<file path="src/rtl/neuron_stream_pe_if.sv">
// Stream bundle between the layer sequencer and the neuron PE.
// Handshake: a transfer happens on a rising clk edge when both valid and ready
// are high; the source holds valid and its payload stable until that edge, and
// ready may depend on the sink's state but never on valid.
//   input beats : in_valid/in_ready carrying in_data/in_weight (sequencer -> PE)
//   results     : out_valid/out_ready carrying out_data/sat_flag (PE -> consumer)
interface neuron_stream_pe_if #(
    parameter int LANES     = 4,
    parameter int WIDTH_IN  = 8,
    parameter int WIDTH_W   = 8,
    parameter int WIDTH_OUT = 16
);
    logic                        in_valid;
    logic                        in_ready;
    logic [LANES*WIDTH_IN-1:0]   in_data;
    logic [LANES*WIDTH_W-1:0]    in_weight;
    logic                        out_valid;
    logic                        out_ready;
    logic [WIDTH_OUT-1:0]        out_data;
    logic                        sat_flag;

    // Sequencer / consumer side.
    modport master (
        output in_valid, in_data, in_weight, out_ready,
        input  in_ready, out_valid, out_data, sat_flag
    );

    // Processing element side.
    modport slave (
        input  in_valid, in_data, in_weight, out_ready,
        output in_ready, out_valid, out_data, sat_flag
    );
endinterface

</file>
<file path="src/rtl/neuron_stream_pe.sv">
// Streaming neuron processing element: multiplies LANES data/weight pairs per
// accepted beat, accumulates IN_SIZE products, adds a bias and then applies
// optional ReLU, an arithmetic right shift and saturation to WIDTH_OUT.
// Lanes whose element index is at or beyond IN_SIZE (final beat only) are
// masked to zero, so IN_SIZE need not be a multiple of LANES.
// state_dbg exposes the FSM state: 0=IDLE 1=ACC 2=FINAL 3=HOLD.
module neuron_stream_pe #(
    parameter int IN_SIZE   = 196,
    parameter int LANES     = 4,
    parameter int WIDTH_IN  = 8,
    parameter int IN_SIGNED = 0,
    parameter int WIDTH_W   = 8,
    parameter int WIDTH_B   = 8,
    parameter int ACC_WIDTH = 32,
    parameter int WIDTH_OUT = 16,
    parameter int SHIFT_W   = 5
) (
    input  logic                      clk,
    input  logic                      reset,
    input  logic                      start,
    input  logic                      relu_en,
    input  logic [SHIFT_W-1:0]        shift,
    input  logic signed [WIDTH_B-1:0] bias,
    output logic                      busy,
    output logic [1:0]                state_dbg,
    neuron_stream_pe_if.slave         s
);

    localparam int BEATS = (IN_SIZE + LANES - 1) / LANES;
    localparam int CNT_W = (BEATS > 1) ? $clog2(BEATS) : 1;
    localparam int PROD_W = WIDTH_IN + WIDTH_W + 1;

    // Saturation bounds expressed at accumulator width.
    localparam logic signed [ACC_WIDTH-1:0] OUT_MAX =
        $signed({{(ACC_WIDTH-WIDTH_OUT+1){1'b0}}, {(WIDTH_OUT-1){1'b1}}});
    localparam logic signed [ACC_WIDTH-1:0] OUT_MIN = ~OUT_MAX;

    typedef enum logic [1:0] {
        IDLE  = 2'd0,
        ACC   = 2'd1,
        FINAL = 2'd2,
        HOLD  = 2'd3
    } state_t;

    state_t state, state_next;

    logic signed [ACC_WIDTH-1:0] acc;
    logic [CNT_W-1:0]            beat_cnt;
    logic                        relu_q;
    logic [SHIFT_W-1:0]          shift_q;
    logic signed [WIDTH_B-1:0]   bias_q;
    logic [WIDTH_OUT-1:0]        out_data_q;
    logic                        sat_q;

    logic                        beat_hs;
    logic                        last_beat;
    logic signed [ACC_WIDTH-1:0] lane_prod [LANES];
    logic signed [ACC_WIDTH-1:0] beat_sum;
    logic signed [ACC_WIDTH-1:0] biased;
    logic signed [ACC_WIDTH-1:0] relu_v;
    logic signed [ACC_WIDTH-1:0] shifted;
    logic [WIDTH_OUT-1:0]        out_next;
    logic                        sat_next;

    assign beat_hs   = (state == ACC) && s.in_valid;
    assign last_beat = (beat_cnt == CNT_W'(BEATS - 1));

    // Per-lane product with data extension and tail masking.
    for (genvar k = 0; k < LANES; k++) begin : g_lane
        logic [WIDTH_IN-1:0]       d_raw;
        logic signed [WIDTH_IN:0]  d_ext;
        logic signed [WIDTH_W-1:0] w_k;
        logic signed [PROD_W-1:0]  p_k;
        logic                      lane_en;

        assign d_raw   = s.in_data[(k+1)*WIDTH_IN-1 -: WIDTH_IN];
        assign d_ext   = (IN_SIGNED != 0) ? $signed({d_raw[WIDTH_IN-1], d_raw})
                                          : $signed({1'b0, d_raw});
        assign w_k     = $signed(s.in_weight[(k+1)*WIDTH_W-1 -: WIDTH_W]);
        assign p_k     = d_ext * w_k;
        assign lane_en = (32'(beat_cnt) * 32'(LANES) + 32'(k)) < 32'(IN_SIZE);
        assign lane_prod[k] = lane_en ? ACC_WIDTH'(p_k) : '0;
    end

    // Sum of all lane products for the current beat (wraps at ACC_WIDTH).
    always_comb begin
        beat_sum = '0;
        for (int k = 0; k < LANES; k++) begin
            beat_sum = beat_sum + lane_prod[k];
        end
    end

    // Bias, ReLU, requantising shift and saturation on the registered accumulator.
    always_comb begin
        biased   = acc + ACC_WIDTH'(bias_q);
        relu_v   = (relu_q && biased[ACC_WIDTH-1]) ? '0 : biased;
        shifted  = relu_v >>> shift_q;
        out_next = shifted[WIDTH_OUT-1:0];
        sat_next = 1'b0;
        if (shifted > OUT_MAX) begin
            out_next = OUT_MAX[WIDTH_OUT-1:0];
            sat_next = 1'b1;
        end else if (shifted < OUT_MIN) begin
            out_next = OUT_MIN[WIDTH_OUT-1:0];
            sat_next = 1'b1;
        end
    end

    // FSM state register.
    always_ff @(posedge clk) begin
        if (reset) begin
            state <= IDLE;
        end else begin
            state <= state_next;
        end
    end

    // FSM next-state and state-decoded outputs.
    always_comb begin
        state_next  = state;
        s.in_ready  = 1'b0;
        s.out_valid = 1'b0;
        busy        = 1'b1;
        case (state)
            IDLE: begin
                busy = 1'b0;
                if (start) begin
                    state_next = ACC;
                end
            end
            ACC: begin
                s.in_ready = 1'b1;
                if (beat_hs && last_beat) begin
                    state_next = FINAL;
                end
            end
            FINAL: begin
                state_next = HOLD;
            end
            HOLD: begin
                s.out_valid = 1'b1;
                if (s.out_ready) begin
                    state_next = IDLE;
                end
            end
            default: begin
                state_next = IDLE;
            end
        endcase
    end

    // Datapath registers: configuration latch, accumulation and result capture.
    always_ff @(posedge clk) begin
        if (reset) begin
            acc        <= '0;
            beat_cnt   <= '0;
            relu_q     <= 1'b0;
            shift_q    <= '0;
            bias_q     <= '0;
            out_data_q <= '0;
            sat_q      <= 1'b0;
        end else begin
            case (state)
                IDLE: begin
                    if (start) begin
                        relu_q   <= relu_en;
                        shift_q  <= shift;
                        bias_q   <= bias;
                        acc      <= '0;
                        beat_cnt <= '0;
                    end
                end
                ACC: begin
                    if (beat_hs) begin
                        acc      <= acc + beat_sum;
                        beat_cnt <= beat_cnt + CNT_W'(1);
                    end
                end
                FINAL: begin
                    out_data_q <= out_next;
                    sat_q      <= sat_next;
                end
                default: begin
                end
            endcase
        end
    end

    assign s.out_data = out_data_q;
    assign s.sat_flag = sat_q;
    assign state_dbg  = state;

endmodule

</file>
<file path="src/flat_wrapper.sv">
// flat-port wrapper written by rule: the top's interface ports become plain ports
module neuron_stream_pe_flat 
#(
    parameter int IN_SIZE   = 196,
    parameter int LANES     = 4,
    parameter int WIDTH_IN  = 8,
    parameter int IN_SIGNED = 0,
    parameter int WIDTH_W   = 8,
    parameter int WIDTH_B   = 8,
    parameter int ACC_WIDTH = 32,
    parameter int WIDTH_OUT = 16,
    parameter int SHIFT_W   = 5
)
  (clk, reset, start, relu_en, shift, bias, busy, state_dbg, s_in_valid, s_in_data, s_in_weight, s_out_ready, s_in_ready, s_out_valid, s_out_data, s_sat_flag);
  neuron_stream_pe_if #(.LANES(LANES), .WIDTH_IN(WIDTH_IN), .WIDTH_W(WIDTH_W), .WIDTH_OUT(WIDTH_OUT)) s_i ();
  input  logic clk;
  input  logic reset;
  input  logic start;
  input  logic relu_en;
  input  logic [SHIFT_W-1:0] shift;
  input  logic signed [WIDTH_B-1:0] bias;
  output logic busy;
  output logic [1:0] state_dbg;
  input wire logic [$bits(s_i.in_valid)-1:0] s_in_valid;
  input wire logic [$bits(s_i.in_data)-1:0] s_in_data;
  input wire logic [$bits(s_i.in_weight)-1:0] s_in_weight;
  input wire logic [$bits(s_i.out_ready)-1:0] s_out_ready;
  output wire logic [$bits(s_i.in_ready)-1:0] s_in_ready;
  output wire logic [$bits(s_i.out_valid)-1:0] s_out_valid;
  output wire logic [$bits(s_i.out_data)-1:0] s_out_data;
  output wire logic [$bits(s_i.sat_flag)-1:0] s_sat_flag;
  assign s_i.in_valid = s_in_valid;
  assign s_i.in_data = s_in_data;
  assign s_i.in_weight = s_in_weight;
  assign s_i.out_ready = s_out_ready;
  assign s_in_ready = s_i.in_ready;
  assign s_out_valid = s_i.out_valid;
  assign s_out_data = s_i.out_data;
  assign s_sat_flag = s_i.sat_flag;
  neuron_stream_pe #(.IN_SIZE(IN_SIZE), .LANES(LANES), .WIDTH_IN(WIDTH_IN), .IN_SIGNED(IN_SIGNED), .WIDTH_W(WIDTH_W), .WIDTH_B(WIDTH_B), .ACC_WIDTH(ACC_WIDTH), .WIDTH_OUT(WIDTH_OUT), .SHIFT_W(SHIFT_W)) u_core (.clk(clk), .reset(reset), .start(start), .relu_en(relu_en), .shift(shift), .bias(bias), .busy(busy), .state_dbg(state_dbg), .s(s_i));
endmodule
</file>
<file path="config.mk">
export PLATFORM = sky130hd
export DESIGN_NAME = neuron_stream_pe_flat
export DESIGN_NICKNAME = d
export VERILOG_FILES = /design/src/rtl/neuron_stream_pe_if.sv /design/src/rtl/neuron_stream_pe.sv /design/src/flat_wrapper.sv
export SDC_FILE = /design/constraint.sdc
export NUM_CORES = 1
export LEC_CHECK = 0
export BUFFER_PORTS_ARGS = -buffer_cell sky130_fd_sc_hd__buf_2
export CAP_MARGIN = 20
export CORE_UTILIZATION = 50
export CTS_BUF_LIST = sky130_fd_sc_hd__clkbuf_8
export CTS_CLUSTER_SIZE = 40
export DETAILED_ROUTE_END_ITERATION = 12
export PLACE_DENSITY_LB_ADDON = 0.08
export REMOVE_ABC_BUFFERS = 1
export SYNTH_ARGS = -nofsm -noshare
export SYNTH_HDL_FRONTEND = slang
export SYNTH_SLANG_ARGS = --single-unit
</file>
<file path="constraint.sdc">
create_clock -name clk -period 23.6 [get_ports clk]
set_input_delay 1.18 -clock clk [delete_from_list [all_inputs] [get_ports clk]]
set_output_delay 1.18 -clock clk [all_outputs]
set_load 0.1 [all_outputs]
</file>
[Yosys cells after proc, flatten, opt, wreduce, memory -nomap -nowiden]
Cells that the tools add are included.
Word-level totals
  bits in registers: 71
  bits in latches: 0
  bits in writable memories: 0
  ROM bits: 0
  input bits: 83
  output and inout port bits: 22
  memories kept: 0
Cells by class
  $add $sub $neg: 9
  multiply operators: 4
  div/mod/pow operators: 0
  magnitude comparators: 6
  equal/unequal tests: 8
  shifts and indexed selects: 1
  mux-type cells: 22
  bitwise logic cells: 0
  reductions and logical operators: 8
Operators with widths (number)
  $mux W32: 7
  $add A32 B32 Y32: 4
  $lt A32 B8 Y1 const B: 3
  $mul A9 B8 Y17: 4
  $pmux W32 S2: 1
  $add A32 B8 Y32: 1
  $gt A32 B16 Y1 const B: 1
  $lt A32 B16 Y1 const B: 1
  $mux W16: 2
  $sshr A32 B5 Y32: 1
  $add A8 B2 Y9 const B: 2
  $mux W6: 2
  $pmux W6 S2: 1
  $add A8 B1 Y9 const B: 1
  $lt A8 B8 Y1 const B: 1
  $pmux W2 S4: 1
  $add A6 B1 Y6 const B: 1
  $eq A6 B6 Y1 const B: 1
  $mux W2: 3
  $ne A2 B2 Y1 const B: 3
  $reduce_and A3 Y1: 2
  $mux W1: 5
  $eq A2 B2 Y1 const B: 2
  $logic_and A1 B1 Y1: 3
  5 further kinds: 5

[Depth between registers and ports, before layout]
  word-level depth: 9
  gate-level depth with buffers: 40
  gate-level depth less buffers: 40

[Worst setup path before layout]
Ideal clock, no wire load.
  path type: input to register
  start point: input s_in_data[24]
  end point: register u_core.acc[31]
  setup time: 0.075 ns
  data arrival time: 10.196 ns
  required time: 23.525 ns
  path slack: 13.329 ns
  stages: 37
  buffers on the path: 0
  cells stage by stage: nand2b_1 -> fa_1 -> fa_1 -> inv_1 -> fa_1 -> inv_1 -> fa_1 -> inv_1 -> ha_1 -> inv_1 -> nor2_1 -> nor2_1 -> o21bai_1 -> a21oi_1 -> o21bai_1 -> a21oi_1 -> o21bai_1 -> a21oi_1 -> o21bai_1 -> a21oi_1 -> xnor2_1 -> nand2_1 -> fa_1 -> inv_1 -> fa_1 -> fa_1 -> ha_1 -> and2_1 -> a31o_2 -> a41oi_1 -> o21ai_0 -> o41a_1 -> a41o_1 -> o41a_1 -> xnor2_1 -> or3_1 -> a31oi_1
Between the ends
  longest elaborated chain between the ends: 6
RTL lines
  start, declared: RTL line flat_wrapper.sv:25  | input wire logic [$bits(s_i.in_data)-1:0] s_in_data;
  $mul A9 B8 Y17: RTL line neuron_stream_pe.sv:80  | assign p_k = d_ext * w_k;
  $mux W32: RTL line neuron_stream_pe.sv:82  | assign lane_prod[k] = lane_en ? ACC_WIDTH'(p_k) : '0;
  $add A32 B32 Y32: RTL line neuron_stream_pe.sv:89  | beat_sum = beat_sum + lane_prod[k];
  $add A32 B32 Y32: RTL line neuron_stream_pe.sv:175  | acc <= acc + beat_sum;
  $mux W32: RTL line neuron_stream_pe.sv:174  | if (beat_hs) begin
  $pmux W32 S2: RTL line neuron_stream_pe.sv:163  | case (state)
  end signal, assigned: RTL line neuron_stream_pe.sv:175
  end, declared: RTL line neuron_stream_pe.sv:47  | logic signed [ACC_WIDTH-1:0] acc;
Every way passes these cells. The select of a mux whose other input is x is not followed.
A chain may end at the register's enable or synchronous reset.

[Final worst setup path]
  start point: input s_in_data[16]
  end point: register u_core.acc[31]
Between the ends
  longest elaborated chain between the ends: 7
RTL lines (RTL line)
  $mul A9 B8 Y17: neuron_stream_pe.sv:80
  $mux W32: neuron_stream_pe.sv:82
  $add A32 B32 Y32 (2 in series): neuron_stream_pe.sv:89
  $add A32 B32 Y32: neuron_stream_pe.sv:175
  $mux W32: neuron_stream_pe.sv:174
  $pmux W32 S2: neuron_stream_pe.sv:163
Every way passes these cells. The select of a mux whose other input is x is not followed.

==> results.py <==
metrics = {
    "final_layout": {
        "fin_util_pct": 54.4,
        "fin_cells": 2907,
        "fill_cells": 3649,
        "drive_gt1_share_pct": 8.28,
        "n_antenna_cell": 0,
        "areaGrowthSynthToFinish_pct": 6.09,
        "nets": 2938,
    },
    "synth": {
        "postSynthCellCount": 2348,
        "seq_area_frac_synth_pct": 7.50,
        "mappedNetlistArea_um2": 19000,
        "synth.ff_latch_count": 71,
        "synth_top_flop_cell": "dfxtp_1",
        "avgSynthCellArea_um2": 8.07,
        "synth_warnings": 0,
        "synthArstFlopShare_pct": 0,
        "synth_edf_count": 0,
        "synth.distinct_cells": 94,
    },
    "setup_path": {
        "worst-path-buf-inv": 6,
        "start_kind": "input port",
        "critPathKind": "input port to flip-flop",
        "crit_top_cell": "fa_1",
        "worstSetupPathDepth": 38,
        "cp.arrival_ns": 11.08,
        "r2r_cells": 27,
        "critical_path.max_fanout": 15,
        "cp_top_family": "adder cells",
        "cp_slowest_cell": "fa_1",
        "slowest_delay_ns": 1.21,
        "worstPathRequired_ns": 23.90,
        "end_kind": "flip-flop",
    },
    "clock_network": {
        "cts_resized": 0,
        "cts.clk_slew.worst_paths_ns": 0.08,
        "root_buffer": "clkbuf_8",
        "cts_setup_buffers": 0,
        "numCtsBuffers": 9,
        "holdBufCountCts": 0,
        "clock_path_buffers": 2,
        "clock_latency_ns": 0.39,
        "cts.htree.levels": 3,
        "cts_sinks": 71,
        "cts_tree": "yes",
    },
    "placed_design": {
        "dp_cells": 2891,
        "dp_hpwl_um": 39800,
        "port_buffers": 104,
        "place_congestion": 0.911,
    },
    "die": {
        "rows": 70,
        "coreArea_um2": 37000,
        "io_pins": 105,
        "die_area_um2": 38700,
        "die_h_um": 197,
        "start_util_pct": 51.3,
        "die_w_um": 197,
    },
    "worst_hold_path": {
        "hold_class": "flip-flop to flip-flop",
        "holdPathStages": 2,
    },
    "routing": {
        "final_antenna_net_count": 0,
        "drt-initial-drc-count": 743,
        "drc": 0,
        "wl_per_cell_um": 16.5,
        "dr_total_vias": 16144,
        "dr.pass1.iters": 6,
        "totalWireLength_um": 47900,
        "viasPerCell": 5.55,
    },
    "timing": {
        "period_minus_slack_ns": 10.78,
        "fin_crit_sh_pct": 45.7,
        "finalHoldViolations": 0,
        "clock.fmax_ghz": 0.0928,
        "finClkSkew_ns": 0.0170,
        "setup-tns-final_ns": 0,
        "worst_pin_slew_ns": 1.00,
        "setup_viol": 0,
        "rsz0062_at_grt": "no",
        "slew_viol_final": 0,
        "slew_headroom_pct": 33.2,
    },
    "global_routing": {
        "grt_pass1_wl_um": 79000,
        "grt_max_degree": 69,
        "grt_usage_pct": 25.3,
        "grt-ovfl-total": 0,
        "grt_pass1_vias": 15771,
        "antenna_found_initial": 0,
    },
    "status": {
        "outcome": "finished, final reports clean",
    },
    "job": {
        "drv_cap": 0,
    },
}
## cells in the final DEF (no fill, tap or decap), types with 12 or more instances in the layout
cell type and count:
inv_1 356, ha_1 243, fa_1 214, nand2_1 207
nor2_1 202, and2_1 171, a21oi_1 124, buf_2 104
dfxtp_1 71, xnor2_1 67, o21ai_0 57, nand3_1 43
a21o_1 39, o21bai_1 35, xor2_1 34, a211oi_1 31
mux2i_1 28, a22oi_1 27, nand2b_1 25, o211ai_1 24
nor3_1 21, nand4_1 17, buf_4 15, o21a_1 14
and3_1 13, or3_1 13, a211oi_2 12
## cell families after synthesis
family,synth area share [%]
compound gates,18.4
xor+xnor,4.67
fa+ha+maj,38.6
buf+inv,8.87
flops,7.50
mux,2.80
simple gates,19.1
## worst min-delay path, cell delays in order (launching register included)
cell and delay [ns]:
dfxtp_1 0.32, nand2_1 0.05, a21oi_1 0.05
## sequential cells by signal, indices dropped and copies added (netlist names)
signal / flops
u_core.state_dbg: 2
u_core.beat_cnt: 6
u_core.relu_q: 1
u_core.s.sat_flag: 1
u_core.acc: 32
u_core.bias_q: 8
u_core.s.out_data: 16
u_core.shift_q: 5
## synth_stat cells (all sizes together) (39+ instances only)
master | n | area share, %
dfxtp | 71 | 7.5
clkbuf | 59 | 1.2
nand2 | 208 | 4.1
nor2 | 203 | 4.0
nand3 | 44 | 1.2
a211oi | 43 | 2.0
and2 | 172 | 5.7
ha | 243 | 16
fa | 214 | 23
a21oi | 128 | 3.4
xnor2 | 67 | 3.1
o21ai | 60 | 1.6
inv | 357 | 7.1
a21o | 39 | 1.5
## through the flow
step	setup slack (ns)	hold slack, ns	cell area (µm²)
3_5_place_dp	12.35	0.459	19900
5_1_grt	12.18	0.497	20100
6_report	12.82	0.470	20100
3_3_place_gp	12.51	0.449	19900
4_1_cts	12.75	0.470	20100
2_1_floorplan	13.31	0.435	18600
## layer usage
metal / share of wire, % / track usage [%] / vias to the layer above
met1: 44 / 32.6 / 7730
met5: 0 / 0 / -
met2: 49 / 44.1 / 342
met4: 3.1 / 9.04 / 0
li1: - / - / 7995
met3: 3.4 / 2.12 / 77
## final cells by class
type	count	area [µm²]	area share (%)
Clock buffer	9	124	0.616
Clock inverter	7	103	0.510
Inverter	357	1340	6.66
Multi-Input combinational cell	1840	15900	78.9
Sequential cell	71	1420	7.07
Tap cell	504	631	3.14
Timing Repair Buffer	119	633	3.15
## worst paths after layout
check                          start  slack [ns]          endpoint
hold / removal      u_core.bias_q[0]        0.47  u_core.bias_q[0]
hold reg to reg     u_core.bias_q[0]        0.47  u_core.bias_q[0]
setup reg to reg  u_core.beat_cnt[0]       15.87    u_core.acc[31]
setup / recovery       s_in_data[16]       12.82    u_core.acc[31]
Power is left out: the tool's default activity adds up to more than one toggle a clock period on the data nets, which glitch-free logic cannot reach.
